### src/rtl/msk_and_hpc2_stream_if.sv
// msk_and_hpc2_stream_if: handshake bundle for the masked HPC2 AND stream
// in_a/in_b/out_c: d shares of W bits, share j at [j*W +: W]
// in_rnd: one W-bit mask per share pair (i<j), lexicographic order
// in_valid/in_ready, rnd_valid/rnd_ready, out_valid/out_ready: handshakes
interface msk_and_hpc2_stream_if #(parameter int d = 2, parameter int W = 1);
  logic [d*W-1:0] in_a, in_b;
  logic [W*d*(d-1)/2-1:0] in_rnd;
  logic in_valid, in_ready, rnd_valid, rnd_ready;
  logic [d*W-1:0] out_c;
  logic out_valid, out_ready;
  modport master(
    output in_a, in_b, in_valid, in_rnd, rnd_valid, out_ready,
    input in_ready, rnd_ready, out_c, out_valid
  );
  modport slave(
    input in_a, in_b, in_valid, in_rnd, rnd_valid, out_ready,
    output in_ready, rnd_ready, out_c, out_valid
  );
endinterface

### src/rtl/msk_and_hpc2_stream.sv
// msk_and_hpc2_stream: two-stage HPC2 masked AND gadget with valid/ready streaming
// clk: rising-edge clock; rst_n: asynchronous active-low reset
// s: slave side of msk_and_hpc2_stream_if (operands, randomness, shared result)
module msk_and_hpc2_stream #(
  parameter int d = 2,
  parameter int W = 1
) (
  input logic clk,
  input logic rst_n,
  msk_and_hpc2_stream_if.slave s
);
  logic s1_valid, s1_free, s2_free, fire, adv;
  logic [W-1:0] rij;
  logic [W-1:0] na [d];
  logic [W-1:0] ab_n [d];
  logic [W-1:0] ra [d];
  logic [W-1:0] rab [d];
  logic [W-1:0] u_n [d][d];
  logic [W-1:0] v_n [d][d];
  logic [W-1:0] ru [d][d];
  logic [W-1:0] rv [d][d];
  logic [d*W-1:0] c_n;
  assign s2_free = !s.out_valid || s.out_ready;
  assign s1_free = !s1_valid || s2_free;
  assign fire = s.in_valid && s.rnd_valid && s1_free;
  assign adv = s1_valid && s2_free;
  assign s.in_ready = s1_free && s.rnd_valid;
  assign s.rnd_ready = s1_free && s.in_valid;
  // inversion kept in its own instance so it cannot fold into the AND with r_ij
  for (genvar i = 0; i < d; i++) begin : g_not
    bin_NOT #(.W(W)) u_not (.a(s.in_a[i*W +: W]), .y(na[i]));
  end
  // diagonal cross terms stay zero so the output XOR can run over all j
  always_comb begin
    rij = '0;
    for (int i = 0; i < d; i++) begin
      ab_n[i] = s.in_a[i*W +: W] & s.in_b[i*W +: W];
      for (int j = 0; j < d; j++) begin
        u_n[i][j] = '0;
        v_n[i][j] = '0;
      end
    end
    for (int i = 0; i < d; i++)
      for (int j = i + 1; j < d; j++) begin
        rij = s.in_rnd[(i*d - i*(i+1)/2 + j - i - 1)*W +: W];
        u_n[i][j] = na[i] & rij;
        v_n[i][j] = s.in_b[j*W +: W] ^ rij;
        u_n[j][i] = na[j] & rij;
        v_n[j][i] = s.in_b[i*W +: W] ^ rij;
      end
  end
  always_comb begin
    c_n = '0;
    for (int i = 0; i < d; i++) begin
      c_n[i*W +: W] = rab[i];
      for (int j = 0; j < d; j++)
        c_n[i*W +: W] = c_n[i*W +: W] ^ ru[i][j] ^ (ra[i] & rv[i][j]);
    end
  end
  always_ff @(posedge clk or negedge rst_n)
    if (!rst_n) begin
      s1_valid <= 1'b0;
      s.out_valid <= 1'b0;
      s.out_c <= '0;
      for (int i = 0; i < d; i++) begin
        ra[i] <= '0;
        rab[i] <= '0;
        for (int j = 0; j < d; j++) begin
          ru[i][j] <= '0;
          rv[i][j] <= '0;
        end
      end
    end else begin
      if (fire)
        for (int i = 0; i < d; i++) begin
          ra[i] <= s.in_a[i*W +: W];
          rab[i] <= ab_n[i];
          for (int j = 0; j < d; j++) begin
            ru[i][j] <= u_n[i][j];
            rv[i][j] <= v_n[i][j];
          end
        end
      if (adv) s.out_c <= c_n;
      s1_valid <= fire || (s1_valid && !s2_free);
      s.out_valid <= adv || (s.out_valid && !s.out_ready);
    end
endmodule

module bin_NOT #(parameter int W = 1) (
  input logic [W-1:0] a,
  output logic [W-1:0] y
);
  assign y = ~a;
endmodule
### src/flat_wrapper.sv
// flat-port wrapper written by rule: the top's interface ports become plain ports
module msk_and_hpc2_stream_flat 
#(
  parameter int d = 2,
  parameter int W = 1
)
  (clk, rst_n, s_in_a, s_in_b, s_in_valid, s_in_rnd, s_rnd_valid, s_out_ready, s_in_ready, s_rnd_ready, s_out_c, s_out_valid);
  msk_and_hpc2_stream_if #(.d(d), .W(W)) s_i ();
  input logic clk;
  input logic rst_n;
  input wire logic [$bits(s_i.in_a)-1:0] s_in_a;
  input wire logic [$bits(s_i.in_b)-1:0] s_in_b;
  input wire logic [$bits(s_i.in_valid)-1:0] s_in_valid;
  input wire logic [$bits(s_i.in_rnd)-1:0] s_in_rnd;
  input wire logic [$bits(s_i.rnd_valid)-1:0] s_rnd_valid;
  input wire logic [$bits(s_i.out_ready)-1:0] s_out_ready;
  output wire logic [$bits(s_i.in_ready)-1:0] s_in_ready;
  output wire logic [$bits(s_i.rnd_ready)-1:0] s_rnd_ready;
  output wire logic [$bits(s_i.out_c)-1:0] s_out_c;
  output wire logic [$bits(s_i.out_valid)-1:0] s_out_valid;
  assign s_i.in_a = s_in_a;
  assign s_i.in_b = s_in_b;
  assign s_i.in_valid = s_in_valid;
  assign s_i.in_rnd = s_in_rnd;
  assign s_i.rnd_valid = s_rnd_valid;
  assign s_i.out_ready = s_out_ready;
  assign s_in_ready = s_i.in_ready;
  assign s_rnd_ready = s_i.rnd_ready;
  assign s_out_c = s_i.out_c;
  assign s_out_valid = s_i.out_valid;
  msk_and_hpc2_stream #(.d(d), .W(W)) u_core (.clk(clk), .rst_n(rst_n), .s(s_i));
endmodule
### config.mk
export PLATFORM = sky130hd
export DESIGN_NAME = msk_and_hpc2_stream_flat
export DESIGN_NICKNAME = d
export VERILOG_FILES = /design/src/rtl/msk_and_hpc2_stream_if.sv /design/src/rtl/msk_and_hpc2_stream.sv /design/src/flat_wrapper.sv
export SDC_FILE = /design/constraint.sdc
export NUM_CORES = 1
export LEC_CHECK = 0
export CAP_MARGIN = 20
export CORE_MARGIN = 3
export CORE_UTILIZATION = 40
export CTS_CLUSTER_SIZE = 25
export DETAILED_ROUTE_END_ITERATION = 10
export GPL_ROUTABILITY_DRIVEN = 0
export PLACE_DENSITY = 0.78
export SLEW_MARGIN = 10
export SYNTH_ARGS = -nofsm -noshare
export SYNTH_HDL_FRONTEND = slang
export SYNTH_SLANG_ARGS = --single-unit
### constraint.sdc
create_clock -name clk -period 1.5 [get_ports clk]
set_input_delay 0.225 -clock clk [delete_from_list [all_inputs] [get_ports clk]]
set_output_delay 0.225 -clock clk [all_outputs]
set_load 0.01 [all_outputs]
Word level (Yosys, flattened, before mapping)
Index checks and enable logic that the tools add are counted.
W data, S select, Z words.
{"block": "op_classes", "addsub": 0, "multipliers": 0, "div": 0, "order_cmp": 0, "n_eq_ne": 0, "n_shift": 0, "mux": 0, "n_bitwise": 14, "n_reduce_logical": 15}
{"cell": "$logic_and A1 B1 Y1", "n": 7}
{"cell": "$and A1 B1 Y1", "n": 6}
{"cell": "$xor A1 B1 Y1", "n": 6}
{"cell": "$logic_not A1 Y1", "n": 4}
{"cell": "$logic_or A1 B1 Y1", "n": 4}
{"cell": "$not A1 Y1", "n": 2}
{"block": "word_totals", "register_bits": 12, "latchBits": 0, "ram_bits": 0, "romBits": 0, "input_bits": 10, "wordCells": 40, "n_memories": 0}

Depth between registers and ports, before layout
{"block": "depth", "depth_word": 5, "depth_mapped": 4, "ltp_nobuf": 3}

By module
Synthesis repeated with hierarchy kept, for this count alone.
{"block": "unflattened", "cells_unflattened": 50, "hier_area_um2": 604.3}
{"module": "msk_and_hpc2_stream", "n_inst": 1, "cells_per_inst": 48, "area_per_inst_um2": 596.8, "seq_area_each_um2": 300.3}
{"module": "bin_NOT", "n_inst": 2, "cells_per_inst": 1, "area_per_inst_um2": 3.8, "seq_area_each_um2": 0.0}

Least setup slack after synthesis
No wires, ideal clock.
{"block": "synth_timing", "path_type": "reg2reg", "start": "reg u_core.s.out_valid", "end": "reg u_core.ra[0] in the netlist's numbering", "setup_ns": 0.125, "arrival_ns": 1.100, "required_ns": 1.375, "setup_slack_ns": 0.275, "stages_incl_launch_ff": 5, "synth_period_minus_slack_ns": 1.225, "cell_sequence": "dfrtp_1 -> nand3b_4 -> nor2b_4 -> buf_6 -> mux2_4"}
{"block": "synth_between", "elab_chain_len": 4}
{"element": "from (decl)", "line": "msk_and_hpc2_stream_if.sv:17", "rtl": "output in_ready, rnd_ready, out_c, out_valid"}
{"element": "from (signal assigned)", "line": "msk_and_hpc2_stream.sv:85", "rtl": "s.out_valid <= adv || (s.out_valid && !s.out_ready);"}
{"element": "$logic_not A1 Y1", "line": "msk_and_hpc2_stream.sv:23", "rtl": "assign s2_free = !s.out_valid || s.out_ready;"}
{"element": "$logic_or A1 B1 Y1", "line": "msk_and_hpc2_stream.sv:23"}
{"element": "$logic_or A1 B1 Y1", "line": "msk_and_hpc2_stream.sv:24", "rtl": "assign s1_free = !s1_valid || s2_free;"}
{"element": "$logic_and A1 B1 Y1", "line": "msk_and_hpc2_stream.sv:25", "rtl": "assign fire = s.in_valid && s.rnd_valid && s1_free;"}
{"element": "to (signal, indexed assignment)", "line": "msk_and_hpc2_stream.sv:76", "rtl": "ra[i] <= s.in_a[i*W +: W];"}
{"element": "to (decl)", "line": "msk_and_hpc2_stream.sv:16", "rtl": "logic [W-1:0] ra [d];"}
Every way passes these cells.
A chain may end at the register's enable or synchronous reset.

Worst setup path in the final report
{"block": "layout_timing", "start": "in s_out_ready", "end": "out s_in_ready"}
{"block": "layout_between", "elab_chain_len": 3}
{"element": "from (decl)", "line": "flat_wrapper.sv:16", "rtl": "input wire logic [$bits(s_i.out_ready)-1:0] s_out_ready;"}
{"element": "$logic_or A1 B1 Y1", "line": "msk_and_hpc2_stream.sv:23"}
{"element": "$logic_or A1 B1 Y1", "line": "msk_and_hpc2_stream.sv:24"}
{"element": "$logic_and A1 B1 Y1", "line": "msk_and_hpc2_stream.sv:27", "rtl": "assign s.in_ready = s1_free && s.rnd_valid;"}
{"element": "to (decl)", "line": "flat_wrapper.sv:17", "rtl": "output wire logic [$bits(s_i.in_ready)-1:0] s_in_ready;"}
Every way passes these cells.

==> metrics.yaml <==
status: "completed"
die_w_um: 44.9
crit_path_start: "s_out_ready"
r2r-end: "u_core.ru[1]"
ir_drop_mv: 0.635
root_buffer: "clkbuf_4"
synth_cell_types: 15
yosysTopAreaCell: "dfrtp_1"
final_antenna_net_count: 0
r2r_slack_ps: 270
maxCapViolations: 0
synth_top_area_share_pct: 49.7
start_util_pct: 44.2
clockBufferDepth: 2
ys_ff_latch: 12
place_inst: 75
cp-end-kind: "output port"
worstPathMaxFanout: 4
antenna_found_initial: 0
nNetsFinal: 75
viasPerCell: 4.86
grt_max_degree: 13
required_ps: 1270
hpwlAfterDp_um: 805
maxSlewViolCount: 0
grtUsageTotal_pct: 11.3
hold_buffers: 0
wl_um: 961
yosysSeqAreaShare_pct: 49.7
synthCells: 46
worstPathArrival_ps: 1190
grt_pass1_vias: 374
finClkSkew_ps: 1.39
drive_gt1_share_pct: 25.0
crit_path_start_kind: "input pin"
timing.fmax_mhz: 705
numPortBuffers: 14
period_share_pct: 94.6
drc: 0
synth_area_um2: 604
hp-class: "in2async"
synthTopCellsByArea: "dfrtp_1 50%, mux2_4 15%, xor2_1 5.8%, mux2_2 3.7%, nand2_1 3.7%"
slew_headroom_pct: 65.6
cts_sinks: 12
detail_route.first_pass.iterations: 3
detail_route.wl_per_cell_um: 12.2
rsz0062_at_grt: "no"
p_per_area_mw_per_mm2: 1190
row_count: 13
critical_path_class: "in2out"
core-area_mm2: 0.00137
cts_inserted_buffers: 3
fin_tns_setup_ps: 0
synth_nets: 56
die_h_um: 44.9
layoutNonFillerInstCount: 79
setup_violations: 0
io_pins: 15
p_leak_uw: 0.000398
grt-ovfl-total: 0
path_clk_slew_ps: 70
r2r_start: "u_core.s.out_valid"
synthToLayoutAreaGrowth_pct: 34.2
final_util_pct: 59.3
num_antenna_cells: 0
synth_warnings: 0
post_cts_buffers: 0
die_area_mm2: 0.00201
cts_tree: "yes"
cp-endpoint: "s_in_ready"
insertion_delay_ps: 270
finalHoldViolations: 0
h-tree-depth: 1
avgSynthCellArea_um2: 13.1
worst_hold_slack_ps: 294
worst_pin_slew_ps: 515
fin_crit_ps: 1420
drtIter0Drc: 5
rr_worst_depth: 4
grt_pass1_wl_mm: 1.63
vias: 384
## state kept, by name (all words and copies together) (netlist names)
name and cells:
u_core.rv 2, u_core.rab 2, u_core.s.out_c 2, u_core.ra 2, u_core.ru 2, u_core.s.out_valid 1
u_core.s1_valid 1
## synthesized netlist by cell type, drive strengths merged
cell,count
and2,2
nand2,7
nand3b,1
dfrtp,12
mux2i,2
xor2,4
xnor2,2
buf,1
nand2b,2
nor2b,3
inv,2
mux2,8
## per-stage QoR
step	setup slack (ps)	cell area, um^2	total power, uW
floorplan	275	604	593
global placement	-212	772	714
detailed placement	-235	772	725
CTS	20.7	806	979
global route	14.5	811	1020
finish	81.4	811	964
## area by class of cell
cell class                      count  area, um^2
Clock buffer                        4        36.3
Fill cell                         133         556
Inverter                            2        7.51
Multi-Input combinational cell     31         285
Tap cell                           15        18.8
Sequential cell                    12         300
Timing Repair Buffer               15         163
## where the power goes
group          internal, uW  total [uW]  leakage, uW  switching (uW)
Sequential              392         435     0.000147            43.4
Combinational           182         276     0.000230            94.0
Clock                   147         252    0.0000210             105
## kinds of logic (layout without fill, tap and decap cells)
group / after synthesis / after routing / synth area share (%)
flops: 12 / 12 / 49.7
simple gates: 15 / 15 / 16.6
xor+xnor: 6 / 6 / 8.70
buf+inv: 3 / 21 / 3.11
mux: 10 / 10 / 21.9
## routing by layer
metal | GRT usage [%] | vias to the layer above | routed length, um
met5 | 0 | - | 0
met4 | 3.51 | 0 | 0
met3 | 3.59 | 0 | 53
met2 | 19.2 | 12 | 493
met1 | 13.6 | 189 | 413
li1 | - | 183 | -
## worst min-delay path by stage
stage / from / endpoint / slack (ps) / cells after the start
floorplan: rst_n / u_core.ra[0] / -70 / 0
global placement: u_core.s.out_c[0] / u_core.s.out_c[0] / 490 / 1
detailed placement: u_core.s.out_c[1] / u_core.s.out_c[1] / 500 / 1
CTS: rst_n / u_core.s.out_valid / 310 / 1
global route: rst_n / u_core.s.out_valid / 320 / 1
finish: rst_n / u_core.s1_valid / 290 / 1
## critical path: stages
cell and delay [ps]:
clkdlybuf4s50_1 460, nand3b_4 130, and2_1 130, clkdlybuf4s15_1 240
## placed cells by master (no fill, tap or decap)
master,synthesis,layout
clkdlybuf4s50_1,0,11
dfrtp_1,12,12
mux2_2,2,2
inv_1,2,2
dlymetal6s2s_1,0,1
clkbuf_8,0,1
mux2i_1,2,2
nand2_2,1,1
nand2b_1,2,2
nand2_1,6,6
xnor2_1,2,2
and2_1,2,2
nand3b_4,1,1
clkbuf_4,0,3
buf_12,0,1
clkdlybuf4s15_1,0,2
xor2_1,4,4
mux2_4,6,6
nor2b_1,2,2
nor2b_4,1,1
## what timing repair did
item | in CTS | in global routing
gates cloned | 0 | 0
pin swaps | 0 | 0
endpoints found under the setup margin | 2 | 3
gates resized for setup | 2 | 3
(Power assumes the default switching activity.)
